**src/rtl/simon_pkg.sv**
```systemverilog
`default_nettype none
// ============================================================================
// Module      : simon_pkg
// Description : Shared constants, rotate helpers and FSM state type for the
//               SIMON 64/128 encryptor.
// Revision    : 1.0 - initial release
// ============================================================================
package simon_pkg;

    localparam int SIMON_N = 32;
    localparam int SIMON_T = 44;
    localparam int RND_W   = 6;

    // Literal is written with z3[0] leftmost; SIMON_Z3 holds it reversed so bit i = z3[i]
    localparam logic [61:0] SIMON_Z3_LIT =
        62'b11011011101011000110010111100000010010001010011100110100001111;

    function automatic logic [61:0] rev62(input logic [61:0] v);
        logic [61:0] r;
        for (int i = 0; i < 62; i++) begin
            r[i] = v[61-i];
        end
        return r;
    endfunction

    localparam logic [61:0] SIMON_Z3 = rev62(SIMON_Z3_LIT);

    function automatic logic [SIMON_N-1:0] rotl(input logic [SIMON_N-1:0] x, input int unsigned s);
        return (x << s) | (x >> (SIMON_N - s));
    endfunction

    function automatic logic [SIMON_N-1:0] rotr(input logic [SIMON_N-1:0] x, input int unsigned s);
        return (x >> s) | (x << (SIMON_N - s));
    endfunction

    typedef enum logic [1:0] {
        IDLE = 2'd0,
        RUN  = 2'd1,
        DONE = 2'd2
    } simon_state_e;

endpackage
`default_nettype wire

```
**src/rtl/simon_key_expand.sv**
```systemverilog
`default_nettype none
// ============================================================================
// Module      : simon_key_expand
// Description : Combinational SIMON 64/128 key-schedule step (m = 4).
// Revision    : 1.0 - initial release
// ============================================================================
module simon_key_expand
    import simon_pkg::*;
(
    input  logic [SIMON_N-1:0] k0,
    input  logic [SIMON_N-1:0] k1,
    input  logic [SIMON_N-1:0] k3,
    input  logic [RND_W-1:0]   rnd,
    output logic [SIMON_N-1:0] knew
);

    logic [SIMON_N-1:0] t0;
    logic [SIMON_N-1:0] t1;

    always_comb begin
        t0   = rotr(k3, 3) ^ k1;
        t1   = t0 ^ rotr(t0, 1);
        knew = ~k0 ^ t1 ^ {{(SIMON_N-1){1'b0}}, SIMON_Z3[rnd]} ^ 32'h3;
    end

endmodule
`default_nettype wire

```
**src/rtl/simon_encrypt_iter.sv**
```systemverilog
`default_nettype none
// ============================================================================
// Module      : simon_encrypt_iter
// Description : Iterative SIMON 64/128 encryptor, one round per clock with an
//               on-the-fly key schedule and valid/ready on both sides.
// Revision    : 1.0 - initial release
// ============================================================================
module simon_encrypt_iter
    import simon_pkg::*;
#(
    parameter int WIDTH  = 64,
    parameter int ROUNDS = 44
) (
    input  logic               clk,
    input  logic               rst,
    input  logic               in_valid,
    output logic               in_ready,
    input  logic [WIDTH-1:0]   input_Val,
    input  logic [127:0]       keySeed,
    output logic               out_valid,
    input  logic               out_ready,
    output logic [WIDTH-1:0]   encrypted_Val
);

    localparam logic [RND_W-1:0] LAST_RND = RND_W'(ROUNDS - 1);

    simon_state_e       state_q, state_d;
    logic [SIMON_N-1:0] x_q, x_d, y_q, y_d;
    logic [SIMON_N-1:0] k0_q, k0_d, k1_q, k1_d, k2_q, k2_d, k3_q, k3_d;
    logic [RND_W-1:0]   rnd_q, rnd_d;
    logic [SIMON_N-1:0] knew;
    logic [SIMON_N-1:0] f_x;

    simon_key_expand u_key_expand (
        .k0   (k0_q),
        .k1   (k1_q),
        .k3   (k3_q),
        .rnd  (rnd_q),
        .knew (knew)
    );

    always_ff @(posedge clk or posedge rst) begin
        if (rst) begin
            state_q <= IDLE;
            x_q     <= '0;
            y_q     <= '0;
            k0_q    <= '0;
            k1_q    <= '0;
            k2_q    <= '0;
            k3_q    <= '0;
            rnd_q   <= '0;
        end else begin
            state_q <= state_d;
            x_q     <= x_d;
            y_q     <= y_d;
            k0_q    <= k0_d;
            k1_q    <= k1_d;
            k2_q    <= k2_d;
            k3_q    <= k3_d;
            rnd_q   <= rnd_d;
        end
    end

    always_comb begin
        state_d = state_q;
        case (state_q)
            IDLE:    if (in_valid)        state_d = RUN;
            RUN:     if (rnd_q == LAST_RND) state_d = DONE;
            DONE:    if (out_ready)       state_d = IDLE;
            default:                      state_d = IDLE;
        endcase
    end

    always_comb begin
        f_x   = (rotl(x_q, 1) & rotl(x_q, 8)) ^ rotl(x_q, 2);
        x_d   = x_q;
        y_d   = y_q;
        k0_d  = k0_q;
        k1_d  = k1_q;
        k2_d  = k2_q;
        k3_d  = k3_q;
        rnd_d = rnd_q;
        if (state_q == IDLE && in_valid) begin
            x_d   = input_Val[WIDTH-1:WIDTH/2];
            y_d   = input_Val[WIDTH/2-1:0];
            k0_d  = keySeed[31:0];
            k1_d  = keySeed[63:32];
            k2_d  = keySeed[95:64];
            k3_d  = keySeed[127:96];
            rnd_d = '0;
        end else if (state_q == RUN) begin
            // Round key for this round is k0; the window then slides by one word
            x_d   = y_q ^ f_x ^ k0_q;
            y_d   = x_q;
            k0_d  = k1_q;
            k1_d  = k2_q;
            k2_d  = k3_q;
            k3_d  = knew;
            rnd_d = rnd_q + RND_W'(1);
        end
    end

    always_comb begin
        in_ready      = (state_q == IDLE);
        out_valid     = (state_q == DONE);
        encrypted_Val = out_valid ? {x_q, y_q} : '0;
    end

endmodule
`default_nettype wire
```
**config.mk**
```make
export PLATFORM = sky130hd
export DESIGN_NAME = simon_encrypt_iter
export DESIGN_NICKNAME = d
export VERILOG_FILES = /design/src/rtl/simon_pkg.sv /design/src/rtl/simon_key_expand.sv /design/src/rtl/simon_encrypt_iter.sv
export SDC_FILE = /design/constraint.sdc
export NUM_CORES = 1
export LEC_CHECK = 0
export BUFFER_PORTS_ARGS = -buffer_cell sky130_fd_sc_hd__buf_2
export CORE_ASPECT_RATIO = 1.1
export CORE_MARGIN = 2
export CORE_UTILIZATION = 51
export CTS_BUF_LIST = sky130_fd_sc_hd__clkbuf_2 sky130_fd_sc_hd__clkbuf_4 sky130_fd_sc_hd__clkbuf_8
export CTS_CLUSTER_DIAMETER = 30
export DETAILED_ROUTE_END_ITERATION = 8
export PLACE_DENSITY = 0.82
export SLEW_MARGIN = 20
export SYNTH_ARGS = -nofsm -noshare
export SYNTH_HDL_FRONTEND = slang
export SYNTH_HIERARCHICAL = 1
export SYNTH_SLANG_ARGS = --single-unit
```
**constraint.sdc**
```tcl
create_clock -name clk -period 5.9 [get_ports clk]
set_clock_uncertainty 0.1 [all_clocks]
set_input_delay 0.295 -clock clk [delete_from_list [all_inputs] [get_ports clk]]
set_output_delay 0.295 -clock clk [all_outputs]
set_load 0.005 [all_outputs]
```
==> results.md, run 1 <==
* Worst-path clk slew at 120 ps
* Initial DRC count at 1195
* RSZ-0062 raised after global routing: no
* GRT Residual Overflow at 0
* Die Ht at about 160 µm
* Path depth of the worst reg2reg path at 5
* Post-layout min period at 3161 ps
* Met2 Use GR at 53.60%
* Req. time, crit path at about 6200 ps
* Num CTS Buffers at 17
* Most frequent cell after synthesis: nand2_1
* Htree depth at 4
* Rows at 56
* I/O pins at 262
* GRT Total Usage at around 33%
* Rel. slew slack at 32.94%
* Ys flop type: dfrtp_1
* Syn Nets at around 1.4k
* Ranking of synthesized cells by area: dfrtp_1, nand2_1, a22oi_1
* Root Buffer Master: clkbuf_8
* Core area at around 21000 µm²
* Mean area per synthesized cell at around 9.5 µm²
* CTS tree: built
* Gr busiest metal: met2
* Crit path max-delay family: buffers and inverters
* Clk Latency, worst-skew pair at 480 ps
* Post-Syn Area at roughly 11000 µm²
* Hold EP: y_q[2]
* Die area at 22890 µm²
* Vias/cell at between 5 and 6
* Final Max Slew Viols at 0
* Yosys warns at 6
* Leakage at 7.114 nW
* Vias in the first global route at 10.71k
* Post-route setup TNS at 0 ps
* Layout Nets at 1774
* Critical Path Start: state_q[0]
* Peak supply drop at about 0.25 mV
* Wire per inst at 19.91 µm
* Commonest cells post-synth: nand2_1, dfrtp_1, a22oi_1
* FF-to-FF Start: state_q[0]
* Slowest CP cell: buf_4
* Final setup vio count at 0
* Final ANT Viol Nets at 0
* Layout cells sized above 1 at between 15 and 20%
* Area grow syn2layout at 34.09%
* Buf/Inv on CP at 2
* DRC at 0
* XOR/XNOR share of the synthesized area at 16.73%
* Max-cap viol count at 0
* F_max at between 300 and 400 MHz
* Die W at approximately 140 µm
* Hold/Removal Path Class: input pin to flip-flop
* Final Hold Vio Count at 0
* Clock sink total at 200
* Simple-gate share of the synthesized area at slightly below 20%
* DR vias at 10.64k
* Startpoint Class: flip-flop
* Hpwl dp at 21630 µm
* Crit. End Element: flip-flop
* # fillers at 1570
* Outcome: finished, final reports clean
* Least-Margin Pin Slew at 1006 ps
* Distinct cells, synth at 36
* Async set or reset register ratio after synthesis at 100.0%
* Hold path cells at 4
* Hold Slack at 308.4 ps
* I/O Buffers at ~260
* Crit path kind: flip-flop to flip-flop
* Mux share of post-synthesis cell area at 0.3845%
* Initial Util at 51.94%
* Combinational family with the most area after synthesis: simple AND/OR/NAND/NOR gates
* Pwr dens at 573.9 nW/µm²
* Total wire length at roughly 37000 µm
* Cts repair resizes at 0
* Crit-path cells: o21bai_4 -> buf_4 -> buf_4 -> nand2_1 -> nand2_1
* Largest net degree at the start of global routing at 138
* Area fraction of the dominant cell type after synthesis at 45.24%
* Synth Area in Compound Gates at 14.05%
* Max incr delay on CP at 750 ps
* Initial antenna violation count at 3
* Met3 Resource Use GR at roughly 6.2%
* Crit-path max FO at 80
* Final Cycle Share at between 50% and 60%
* Mapped Cells at around 1.2k
* Router iterations before antenna repair at 6
* Final GP Congestion at 0.8579
* Met1 Use GR at 43.23%
* Register area share after synthesis at between 40% and 50%
* R2R Path End: k3_q[8]
* First-pass GRT wire length at 57460 µm
* Arrival @ worst endpoint at approximately 3500 ps
* Hold_sp: in_valid
* Adder-cell share of the synthesized area at 0.7917%
* Yosys top cell by area: dfrtp_1
* EDFF count, synth at 0
* Seq cells post-synth at 200
* Maximum clock path buffer count at 2
* Worst R2R Setup Slack at 2740 ps
==> metal layers <==
metal / wire length [µm] / vias up
li1: - / 4753
met1: 14720 / 5064
met2: 18000 / 686
met3: 3184 / 132
met4: 1490 / 0
met5: 0 / -
==> cell usage in the layout (no fill, tap or decap), types with 2 or more instances in the layout <==
cell,count
nand2_1,392
buf_2,261
dfrtp_1,200
dlygate4sd3_1,194
a22oi_1,160
xnor2_1,113
and2_1,64
nand3_1,34
xnor3_1,32
o211ai_1,32
clkbuf_8,17
xor2_1,16
buf_4,8
ha_1,7
inv_8,5
inv_1,5
o21ai_0,5
diode_2,4
inv_6,4
clkinv_4,3
clkinv_8,3
nor2_1,2
mux2i_1,2
nand4_1,2
o311ai_0,2
a21oi_1,2
==> final cells by class <==
cell class                 instances  area (µm²)  area share, %
tap                              290       362.8          2.446
clock inverter                    15       171.4          1.156
multi-input combinational        882        5693          38.38
inverter                           6       30.03         0.2024
sequential                       200        5005          33.74
clock buffer                      17       234.0          1.577
antenna                            4       10.01        0.06748
timing repair buffer             464        3328          22.44
==> metrics by stage <==
stage / worst slack (ps) / instance area, µm² / utilization [%] / power [W] / instances
after floorplan: 50.99 / 11060 / - / 0.006387 / 1164
after global placement: 2968 / 12480 / 58.58 / 0.007125 / 1648
after detailed placement: 2863 / 12480 / 58.58 / 0.007341 / 1648
after CTS: 2844 / 14820 / 69.60 / 0.008359 / 1874
after global routing: 2620 / 14830 / 69.63 / 0.009106 / 1877
final: 2739 / 14830 / 69.64 / 0.008513 / 1878
==> power breakdown <==
group	switching (W)	total (W)	internal (W)	leakage, nW
Clock	0.000583	0.000910	0.000327	0.205
Sequential	0.00101	0.00316	0.00214	2.37
Combinational	0.00193	0.00445	0.00251	4.53
Total	0.00353	0.00851	0.00498	7.11
==> tightest hold or removal path: stages <==
cell and delay, ps:
buf_2 120, o21bai_4 250, nand2_1 150, nand2_1 40
==> logic make-up (layout without fill, tap and decap cells) <==
kind of cell / count (synthesis) / after routing
adders and majority gates: 7 / 7
muxes: 3 / 3
xor gates and xnor gates: 161 / 161
AOI/OAI and AO/OA: 208 / 208
and+or+nand+nor: 503 / 503
DFF: 200 / 200
other: 0 / 4
buffers and inverters: 82 / 502
==> flip-flops by register name, indices dropped and copies added, names as in the netlist <==
name,cells
k0_q,32
k1_q,32
x_q,32
k2_q,32
k3_q,32
y_q,32
rnd_q,6
state_q,2
==> worst max path at each step <==
| stage | slack (ps) | end | depth (start not counted) |
|---|---|---|---|
| global route | 2620 | k1_q[8] | 5 |
| global placement | 2970 | y_q[16] | 5 |
| detailed placement | 2860 | k3_q[20] | 5 |
| finish | 2740 | k3_q[8] | 5 |
| CTS | 2840 | k3_q[20] | 5 |
| floorplan | 50 | k0_q[0] | 1 |
==> what timing repair did <==
item / CTS / global route
buffers inserted: 0 / 0
endpoints found under the setup margin: 0 / 0
hold endpoints to repair: 329 / 0
hold buffers: 194 / 0
No activity file was read; power rests on OpenSTA's default activity.
==> inputs of run 2 (changes only) <==
ABC_AREA = 1   (was unset)
CORE_UTILIZATION = 52   (was 51)
PLACE_DENSITY = 0.83   (was 0.82)
clock period = 2.7 ns   (was 5.9 ns; I/O delays follow)
==> run 2 against run 1 <==
Net effect:
- sequential cell count did not move
- first-iteration DRC count grew 15%
- final area rose by 9.2%
- sequential power is 110% higher
- largest cell class unchanged
- core utilization is 0.85 points lower
==> results.md, run 2 <==
* Most frequent cell after synthesis: nand2_1
* Router iterations before antenna repair at 5 (-1)
* Placed Instances at 2291 (+39%)
* Seq cells post-synth at 200 (unchanged)
* Root Buffer Master: clkbuf_8
* GRT Residual Overflow at 0 (unchanged)
* Post-layout min period at between 2000 and 2500 ps
* Leakage at 8.591 nW (+21%)
* F_max at approximately 440 MHz
* Arrival @ worst endpoint at 2040 ps (-1430 ps)
* Max-cap viol count at 0 (unchanged)
* Overall Power at 0.02022 W (+140%)
* Worst R2R Setup Slack at 690 ps (-2050 ps)
* Final ANT Viol Nets at 0 (unchanged)
* Fin cells at 2520 (+34%)
* Clock sink total at 200 (unchanged)
* Register area share after synthesis at 40.40% (-4.8 points)
* Final Cycle Share at 84.28%
* Final setup margin at 424.4 ps (-2314 ps)
* Final Hold Vio Count at 0 (unchanged)
* RSZ-0062 raised after global routing: no
* Core area at 23550 µm² (+11%)
* Yosys top cell by area: dfrtp_1
* Num CTS Buffers at 17 (unchanged)
* Rel. slew slack at 50.74% (+18 points)
* Startpoint Class: flip-flop
* Largest net degree at the start of global routing at 85 (-38%)
* Hpwl dp at 28190 µm (+30%)
* Peak supply drop at 0.7180 mV (+180%)
* Setup Buffers After CTS at 0 (unchanged)
* Path depth of the worst reg2reg path at 6 (+1)
* Syn Nets at 2016 (+47%)
* FF-to-FF Start: state_q[0]
* I/O Buffers at 261 (unchanged)
* Ranking of synthesized cells by area: dfrtp_1, nand2_1, o211ai_1
* Die W at 151.2 µm (+4.7%)
* Commonest non-fill, non-tap cell in the layout: nand2_1
* First-pass GRT wire length at 70070 µm (+22%)
* Worst slack at placement at 790.6 ps (-2072 ps)
* Mean area per synthesized cell at 6.834 µm² (-28%)
* Outcome: finished, final reports clean
* Crit. End Element: output pin
* Yosys warns at 6 (unchanged)
* R2R Path End: y_q[28]
* Maximum clock path buffer count at 2 (unchanged)
* Layout Nets at 2403 (+35%)
* GRT Total Usage at 35.99% (+3.0 points)
* Layout cells sized above 1 at 14.51% (-5.1 points)
* Commonest cells post-synth: nand2_1, dfrtp_1, inv_1
* Die Ht at 165.9 µm (+4.7%)
* Final GP Congestion at 0.9165 (+6.8%)
* Req. time, crit path at 2470 ps (-3740 ps)
* Hold Slack at 24.70 ps (-283.7 ps)
* Initial Util at 52.61% (+0.67 points)
* Most frequent cells in the layout: nand2_1, buf_2, dfrtp_1, inv_1, dlygate4sd3_1
* Area grow syn2layout at 30.76%
* Crit path kind: flip-flop to output pin
* Async set or reset register ratio after synthesis at 100.0% (unchanged)
* Initial DRC count at 1374 (+15%)
* Pwr dens at 1248 nW/µm² (+120%)
* Final setup vio count at 0 (unchanged)
* Area fraction of the dominant cell type after synthesis at 40.40% (-4.8 points)
* Hold buffer count at CTS at 195 (+0.52%)
* Total wire length at 44320 µm (+19%)
* DRC at 0 (unchanged)
* Final Max Slew Viols at 0 (unchanged)
* Worst-path clk slew at 130 ps (about the same)
* Vias/cell at 5.502 (-2.8%)
* Initial antenna violation count at 2 (-1)
* Wire per inst at 17.59 µm (-12%)
* DR vias at 13.86k (+30%)
* Mapped Cells at 1813 (+56%)
* CTS tree: built
* EDFF count, synth at 0 (unchanged)
* Post-Syn Area at 12390 µm² (+12%)
* Distinct cells, synth at 26 (-28%)
* Clk Latency, worst-skew pair at 490 ps (about the same)
* Final Util at 68.80% (-0.85 points)
* Crit-path max FO at 65 (-19%)
* Htree depth at 4 (unchanged)
* Least-Margin Pin Slew at 738.9 ps (-267.0 ps)
* Vias in the first global route at 13.37k (+25%)
* Ys flop type: dfrtp_1
* Cts repair resizes at 0 (unchanged)
* Die area at 25080 µm² (+9.6%)
* Rows at 59 (+5.4%)
* Hold/Removal Path Class: input pin to asynchronous set/reset pin
* I/O pins at 262 (unchanged)
==> run 2: cell count changes after synthesis, sizes merged, moves of 54 or more <==
| cell | delta |
|---|---|
| nand3 | +117 |
| a22oi | -151 |
| xor2 | +54 |
| nor2 | +72 |
| nand2 | +428 |
| inv | +196 |
| o211ai | +76 |
| and2 | -64 |
| xnor2 | -90 |
==> run 2: power by group <==
part | leakage (nW) | internal (W) | total, W | switching [W]
combinational | 5.99 | 0.00448 | 0.0114 | 0.00691
sequential | 2.39 | 0.00469 | 0.00678 | 0.00209
clock | 0.211 | 0.000732 | 0.00205 | 0.00132
total | 8.59 | 0.00990 | 0.0202 | 0.0103
==> run 2: metal layers <==
metal | part of all wire (%) | routed length (µm) | track usage, %
met2 | 46 | 20460 | 55.75
met5 | 0 | 0 | 0
met1 | 39 | 17350 | 47.95
met4 | 5.7 | 2514 | 19.79
met3 | 9.0 | 3990 | 6.071
==> run 2: stage by stage <==
| stage | TNS (ps) | instance area (µm²) |
|---|---|---|
| final | 0 | 16200 |
| after global routing | 0 | 16200 |
| after CTS | 0 | 16200 |
| after detailed placement | 0 | 13810 |
| after global placement | 0 | 13810 |
| after floorplan | -24670 | 12390 |
==> run 2: worst max-delay path by stage <==
stage                    start                end  cells after the start
finish              state_q[1]  encrypted_Val[28]                      6
floorplan                  rst            k0_q[0]                      1
CTS                 state_q[1]  encrypted_Val[12]                      6
global route        state_q[1]  encrypted_Val[14]                      6
detailed placement  state_q[0]           rnd_q[3]                      7
global placement    state_q[0]            k3_q[0]                      6
==> run 2: cells by family after synthesis <==
logic type,Yosys count,share of synthesized area (%)
and+or+nand+nor,1048,33.43
buffers and inverters,307,10.11
DFF,200,40.40
AOI/OAI and AO/OA,158,8.786
xor gates and xnor gates,93,6.574
adders and majority gates,7,0.7069
==> run 2: critical path: stages, from the launching register on <==
cell and delay, ps:
dfrtp_1 420, inv_1 100, nor2_1 90, inv_2 50, buf_4 530, nor2_1 140
buf_2 170
==> run 2: final cells by class <==
type | instances | area, µm²
fillers | 1836 | 7348
multi-input cells | 1306 | 6137
flip-flops and latches | 200 | 5005
repair buffers | 472 | 3466
inverters | 203 | 772.0
well taps | 305 | 381.6
clock buffers | 17 | 234.0
clock inverters | 15 | 200.2
diodes | 2 | 5.005
